**src/rtl/pair_adder_rx.sv**
```systemverilog
// pair_adder_rx: collects two operands (A then B) from a valid/ready stream and
// presents their unsigned sum and carry on a valid/ready result port.
//
// Ports:
//   clk, rst           - clock and synchronous active-high reset
//   in_data/in_valid   - operand stream (A first, then B)
//   in_ready           - operand accepted this cycle
//   flush              - discards a half-received pair
//   out_sum/out_carry  - low WIDTH bits and carry of A+B
//   out_valid          - result is valid
//   out_ready          - consumer accepts result this cycle
//   pair_count         - completed output transfers, modulo 256
module pair_adder_rx #(
  parameter int unsigned WIDTH = 8
) (
  input  logic             clk,
  input  logic             rst,
  input  logic [WIDTH-1:0] in_data,
  input  logic             in_valid,
  output logic             in_ready,
  input  logic             flush,
  output logic [WIDTH-1:0] out_sum,
  output logic             out_carry,
  output logic             out_valid,
  input  logic             out_ready,
  output logic [7:0]       pair_count
);

  localparam int unsigned SUM_W = WIDTH + 1;
  localparam int unsigned CNT_W = 8;

  typedef enum logic [1:0] {
    WAIT_A = 2'd0,
    WAIT_B = 2'd1,
    HOLD   = 2'd2
  } state_e;

  state_e             state_q, state_d;
  logic [WIDTH-1:0]   a_q, a_d;
  logic [WIDTH-1:0]   sum_q, sum_d;
  logic               carry_q, carry_d;
  logic               valid_q, valid_d;
  logic [CNT_W-1:0]   cnt_q, cnt_d;

  logic               ready_c;
  logic               in_xfer_c;
  logic               out_xfer_c;
  logic [SUM_W-1:0]   add_c;

  // Ready depends only on state, flush, out_ready; reset forces it low.
  always_comb begin
    ready_c = 1'b0;
    case (state_q)
      WAIT_A, WAIT_B: ready_c = ~flush;
      HOLD:           ready_c = out_ready & ~flush;
      default:        ready_c = 1'b0;
    endcase
  end

  assign in_ready   = ready_c & ~rst;
  assign in_xfer_c  = in_valid & in_ready;
  assign out_xfer_c = valid_q & out_ready;
  assign add_c      = SUM_W'(a_q) + SUM_W'(in_data);

  // Next-state and datapath updates.
  always_comb begin
    state_d = state_q;
    a_d     = a_q;
    sum_d   = sum_q;
    carry_d = carry_q;
    valid_d = valid_q;
    cnt_d   = cnt_q;

    case (state_q)
      WAIT_A: begin
        if (in_xfer_c) begin
          a_d     = in_data;
          state_d = WAIT_B;
        end
      end
      WAIT_B: begin
        if (flush) begin
          a_d     = '0;
          state_d = WAIT_A;
        end else if (in_xfer_c) begin
          sum_d   = add_c[WIDTH-1:0];
          carry_d = add_c[WIDTH];
          valid_d = 1'b1;
          state_d = HOLD;
        end
      end
      HOLD: begin
        if (out_xfer_c) begin
          valid_d = 1'b0;
          cnt_d   = cnt_q + CNT_W'(1);
          // An operand accepted alongside the pop starts the next pair.
          if (in_xfer_c) begin
            a_d     = in_data;
            state_d = WAIT_B;
          end else begin
            state_d = WAIT_A;
          end
        end
      end
      default: begin
        state_d = WAIT_A;
        valid_d = 1'b0;
      end
    endcase
  end

  // State registers; reset overrides flush and all transfers.
  always_ff @(posedge clk) begin
    if (rst) begin
      state_q <= WAIT_A;
      a_q     <= '0;
      sum_q   <= '0;
      carry_q <= 1'b0;
      valid_q <= 1'b0;
      cnt_q   <= '0;
    end else begin
      state_q <= state_d;
      a_q     <= a_d;
      sum_q   <= sum_d;
      carry_q <= carry_d;
      valid_q <= valid_d;
      cnt_q   <= cnt_d;
    end
  end

  assign out_sum    = sum_q;
  assign out_carry  = carry_q;
  assign out_valid  = valid_q;
  assign pair_count = cnt_q;

endmodule

```
**config.mk**
```make
export PLATFORM = sky130hd
export DESIGN_NAME = pair_adder_rx
export DESIGN_NICKNAME = d
export VERILOG_FILES = /design/src/rtl/pair_adder_rx.sv
export SDC_FILE = /design/constraint.sdc
export NUM_CORES = 1
export LEC_CHECK = 0
export ABC_AREA = 1
export BUFFER_PORTS_ARGS = -buffer_cell sky130_fd_sc_hd__buf_4
export CORE_ASPECT_RATIO = 0.6
export CORE_MARGIN = 3
export CORE_UTILIZATION = 30
export DETAILED_ROUTE_END_ITERATION = 8
export GPL_ROUTABILITY_DRIVEN = 0
export PLACE_DENSITY_LB_ADDON = 0.05
export SLEW_MARGIN = 10
export SYNTH_ARGS = -nofsm -noshare
export SYNTH_HDL_FRONTEND = slang
export SYNTH_SLANG_ARGS = --single-unit
```
**constraint.sdc**
```tcl
create_clock -name clk -period 3.4 [get_ports clk]
set_input_delay 0.51 -clock clk [delete_from_list [all_inputs] [get_ports clk]]
set_output_delay 0.51 -clock clk [all_outputs]
set_load 0.01 [all_outputs]
```
## Yosys cells after proc, flatten, opt, wreduce, memory -nomap -nowiden

Index checks and enable logic that the tools add are counted.
Widths: inputs -> output; s select.

- Input bits: 13
- Flip-flop bits (word level): 28
- Output and inout bits: 19

- Reduce and logical (&&, ||, !) cells: 8
- Bitwise logic cells: 7
- Muxes and demuxes: 15
- Add/subtract/negate cells: 2
- Equality and inequality tests: 8

Operators with widths:

| kind | number |
|---|---|
| $mux 8 | 3 |
| $pmux 8 s3 | 1 |
| $ne 2x2->1 const B | 5 |
| $add 8x8->9 | 1 |
| $reduce_and 3->1 | 3 |
| $add 8x1->8 const B | 1 |
| $mux 2 | 4 |
| $pmux 2 s3 | 1 |
| $and 1x1->1 | 4 |
| $mux 1 | 4 |
| $reduce_and 4->1 | 1 |
| $ne 3x3->1 const B | 1 |
| $not 1->1 | 3 |
| $pmux 1 s3 | 1 |
| $reduce_bool 3->1 | 1 |
| $eq 2x1->1 const B | 1 |
| $eq 2x2->1 const B | 1 |
| $logic_not 2->1 | 1 |
| $pmux 1 s2 | 1 |
| $reduce_and 2->1 | 1 |
| $reduce_or 2->1 | 1 |

## Longest topological paths before layout

- Depth in word-level cells: 8
- Gate-level depth with buffers: 9
- Depth with buffers taken out: 9

## Worst setup path after synthesis

OpenSTA, ideal clock, no wires.

- Path kind: input to register
- Start: input port in_data[0]
- End: register sum_q[4] (netlist: out_sum[4])
- Library setup time: 0.117 ns
- Arrival time: 1.542 ns
- Path slack: 1.741 ns
- Path buffers: 0
- Stages on the path: 7
- Path through: ha_1 -> fa_1 -> nand2_1 -> nand3_1 -> xor2_1 -> nor2_1 -> nor2_1

- Longest elaborated chain between the ends: 1

Ends and longest elaborated chain:

| what | RTL line | text |
|---|---|---|
| start: declaration | 18 | `input logic [WIDTH-1:0] in_data,` |
| $add 8x8->9 | 63 | `assign add_c = SUM_W'(a_q) + SUM_W'(in_data);` |
| end signal: assignment | 124 | `sum_q <= sum_d;` |
| end: declaration | 40 | `logic [WIDTH-1:0] sum_q, sum_d;` |

Every way passes these cells.
A chain may end at the register's enable or synchronous reset.

## Worst setup path after layout

- Start: register state_q[0]
- End: output port in_ready

- Longest elaborated chain between the ends: 4

Ends and longest elaborated chain:

| what | RTL line | text |
|---|---|---|
| start: declaration | 38 | `state_e state_q, state_d;` |
| start signal: assignment | 122 | `state_q <= state_d;` |
| $eq 2x1->1 or $logic_not 2->1 (tied branches) | 53 | `case (state_q)` |
| $reduce_or 2->1 | 53 |  |
| $pmux 1 s2 (*) | 53 |  |
| $and 1x1->1 (*) | 60 | `assign in_ready = ready_c & ~rst;` |
| end: declaration | 20 | `output logic in_ready,` |

Every way passes the cells marked *; elsewhere a longest branch is shown, timed or not.

==> impl_metrics.env <==
export IMPL_vdd_drop_max_v=0.000171
export IMPL_endpoint_kind="output port"
export IMPL_vias=1586
export IMPL_drt_drc_violations_left=0
export IMPL_post_route_period_util_pct=52.0
export IMPL_fin_util_pct=39.1
export IMPL_drt_pass1_iterations=4
export IMPL_hold_path_class="register to register"
export IMPL_combPwrFrac_pct=19.9
export IMPL_crit_fanout=4
export IMPL_synth_xor_area_share_pct=1.53
export IMPL_rsz0062_at_grt="no"
export IMPL_wl_mm=4.13
export IMPL_grt_pass1_vias=1383
export IMPL_syn_inst=251
export IMPL_cts_buffers=3
export IMPL_fillerInstances=552
export IMPL_critPathRequiredTime_ns=2.89
export IMPL_clockBufferDepth=2
export IMPL_tightest_slew_ns=0.577
export IMPL_min_period_ns=1.77
export IMPL_crit_path_top_delay_cell="dfxtp_1"
export IMPL_grt_pass1_wl_mm=7.04
export IMPL_cts_setup_buffers=0
export IMPL_drive_gt1_share_pct=17.1
export IMPL_ys_seq_elements=28
export IMPL_max_freq_mhz=566
export IMPL_skew_ns=0.00556
export IMPL_met3_usage_pct=3.68
export IMPL_clkSinkCount=28
export IMPL_critPathKind="register to output port"
export IMPL_die_area_um2=6680
export IMPL_setup_viol=0
export IMPL_clk_pin_slew_worst_paths_ns=0.10
export IMPL_antenna_left=0
export IMPL_clock_latency_ns=0.28
export IMPL_drv_cap=0
export IMPL_yosys_mux_area_fraction_pct=0
export IMPL_synth_top_family_by_area="simple AND/OR/NAND/NOR gates"
export IMPL_ff2ff_path_depth=7
export IMPL_grt_max_degree=18
export IMPL_syn_cell_area_um2=1710
export IMPL_synth_warnings=0
export IMPL_synth_fa_ha_area_share_pct=7.74
export IMPL_status="finished clean"
export IMPL_die_height_um=64.5
export IMPL_final_nets=305
export IMPL_cell_internal_pwr_mw=0.560
export IMPL_cp_common_cell="nand2_2"
export IMPL_htree_num_levels=1
export IMPL_grt_use_met2_pct=16.2
export IMPL_syn_num_nets=274
export IMPL_io_pins=32
export IMPL_floorplan_initialDensity_pct=32.4
export IMPL_area_growth_synth_to_final_pct=20.5
export IMPL_die_width_um=104
export IMPL_worst_ep_arrival_time_ns=1.26
export IMPL_post_cts_resized=0
export IMPL_place_hpwl_mm=3.26
export IMPL_seqPwrFrac_pct=45.6
export IMPL_cpPeakStageDelay_ns=0.44
export IMPL_cts_tree="done"
export IMPL_drtIter0Drc=77
export IMPL_powerDensity_nw_per_um2=373
export IMPL_root_buffer="clkbuf_8"
export IMPL_p_clk_share_pct=34.5
export IMPL_place_port_buffers=31
export IMPL_hold_depth=2
export IMPL_core_um2=5280
export IMPL_final_setup_tns_ns=0
export IMPL_maxSlewHeadroom_pct=61.5
export IMPL_wl_per_cell_um=11.5
export IMPL_synth_compound_area_share_pct=10.8
export IMPL_leakage_nw=1.04
export IMPL_synthDistinctLibCells=25
export IMPL_finalHoldViolations=0
export IMPL_diodes=0
export IMPL_slew_viol_final=0
export IMPL_vias_per_cell=4.43
export IMPL_grtUsageTotal_pct=13.1
export IMPL_overflow=0
export IMPL_crit_path_start_kind="register"
export IMPL_switching_share_pct=27.2
export IMPL_grt_busiest_layer="met1"
export IMPL_ctsHoldBuffers=0
export IMPL_yosysSeqAreaShare_pct=32.7
export IMPL_worstPathCellList="inv_2 > nand2_2 > nand2_2 > and2_1 > buf_4"
export IMPL_num_rows=20
export IMPL_grt_antenna_before_repair=0
export IMPL_syn_avg_cell_area_um2=6.82
export IMPL_use_met1_pct=21.2
export IMPL_yosys_area_share_simple_pct=36.0
export IMPL_switchingPower_mw=0.209
==> power by group through the flow <==
| stage | clock, mW | sequential, mW | combinational (mW) |
|---|---|---|---|
| floorplan | 0 | 0.356 | 0.114 |
| global placement | 0 | 0.358 | 0.157 |
| detailed placement | 0 | 0.358 | 0.154 |
| CTS | 0.278 | 0.350 | 0.155 |
| global route | 0.292 | 0.353 | 0.178 |
| finish | 0.266 | 0.350 | 0.153 |
==> per-layer routing <==
layer | wire [um] | vias to the layer above
li1 | - | 860
met1 | 2440 | 683
met2 | 1410 | 38
met3 | 246 | 5
met4 | 30 | 0
met5 | 0 | -
==> cell usage in the layout, fill, tap and decap left out, drive strengths merged <==
cell type  count
nand2         73
inv           38
buf           31
dfxtp         28
a21oi         26
nor2          24
nand3         23
o21ai         11
ha             9
nand4          6
xor2           3
clkbuf         3
nor3b          2
and2           1
nor3           1
fa             1
bufinv         1
==> critical path, delay by kind of cell (launching register included) <==
| kind | cells | cell delay, ns |
|---|---|---|
| flip-flops | 1 | 0.44 |
| AND/OR/NAND/NOR | 3 | 0.30 |
| buffers and inverters | 2 | 0.24 |
==> logic make-up after synthesis <==
| group | Yosys count |
|---|---|
| flip-flops | 28 |
| XOR/XNOR | 3 |
| AO/OA/AOI/OAI | 37 |
| AND/OR/NAND/NOR | 130 |
| adder cells (fa/ha/maj) | 10 |
| buffers and inverters | 43 |
==> through the flow <==
stage	area (um^2)	power (mW)	cells	hold slack, ns	setup WS, ns
after global routing	2060	0.822	358	0.513	1.36
final	2060	0.769	358	0.502	1.63
after detailed placement	1990	0.512	354	0.482	1.33
after floorplan	1710	0.471	251	0.456	1.74
after global placement	1990	0.515	354	0.482	1.41
after CTS	2060	0.783	358	0.496	1.63
==> flip-flops by register name, indices dropped and copies added, names as in the netlist <==
| register | count |
|---|---|
| pair_count | 8 |
| out_carry | 1 |
| out_sum | 8 |
| state_q | 2 |
| a_q | 8 |
| out_valid | 1 |
==> cell type report <==
cell class / instances / area (um^2) / share of cell area [%]
Multi-Input combinational cell: 180 / 961 / 46.5
Inverter: 38 / 143 / 6.91
Sequential cell: 28 / 561 / 27.2
Clock inverter: 1 / 30.0 / 1.45
Clock buffer: 3 / 41.3 / 2.00
Tap cell: 77 / 96.3 / 4.67
Timing Repair Buffer: 31 / 233 / 11.3
==> Yosys cell counts (all sizes together) <==
master | instances | share of area (%)
xor2 | 3 | 1.5
nand4 | 6 | 2.9
nand2 | 73 | 17
inv | 38 | 8.3
nand3 | 23 | 6.7
a21oi | 26 | 7.6
nor2 | 24 | 7.1
nor3 | 1 | 0.58
clkbuf | 1 | 0.22
dfxtp | 28 | 33
ha | 9 | 6.6
and2 | 1 | 0.37
buf | 4 | 2.6
o21ai | 11 | 3.2
nor3b | 2 | 1.2
fa | 1 | 1.2
==> path summary, 6_finish.rpt <==
| path | from | slack (ns) | to |
|---|---|---|---|
| max | state_q[0] | 1.63 | in_ready |
| min reg2reg | out_sum[1] | 0.50 | out_sum[1] |
| min | out_sum[1] | 0.50 | out_sum[1] |
| max reg2reg | state_q[0] | 1.69 | out_carry |
Note: power is estimated with default switching activity, not from simulation.
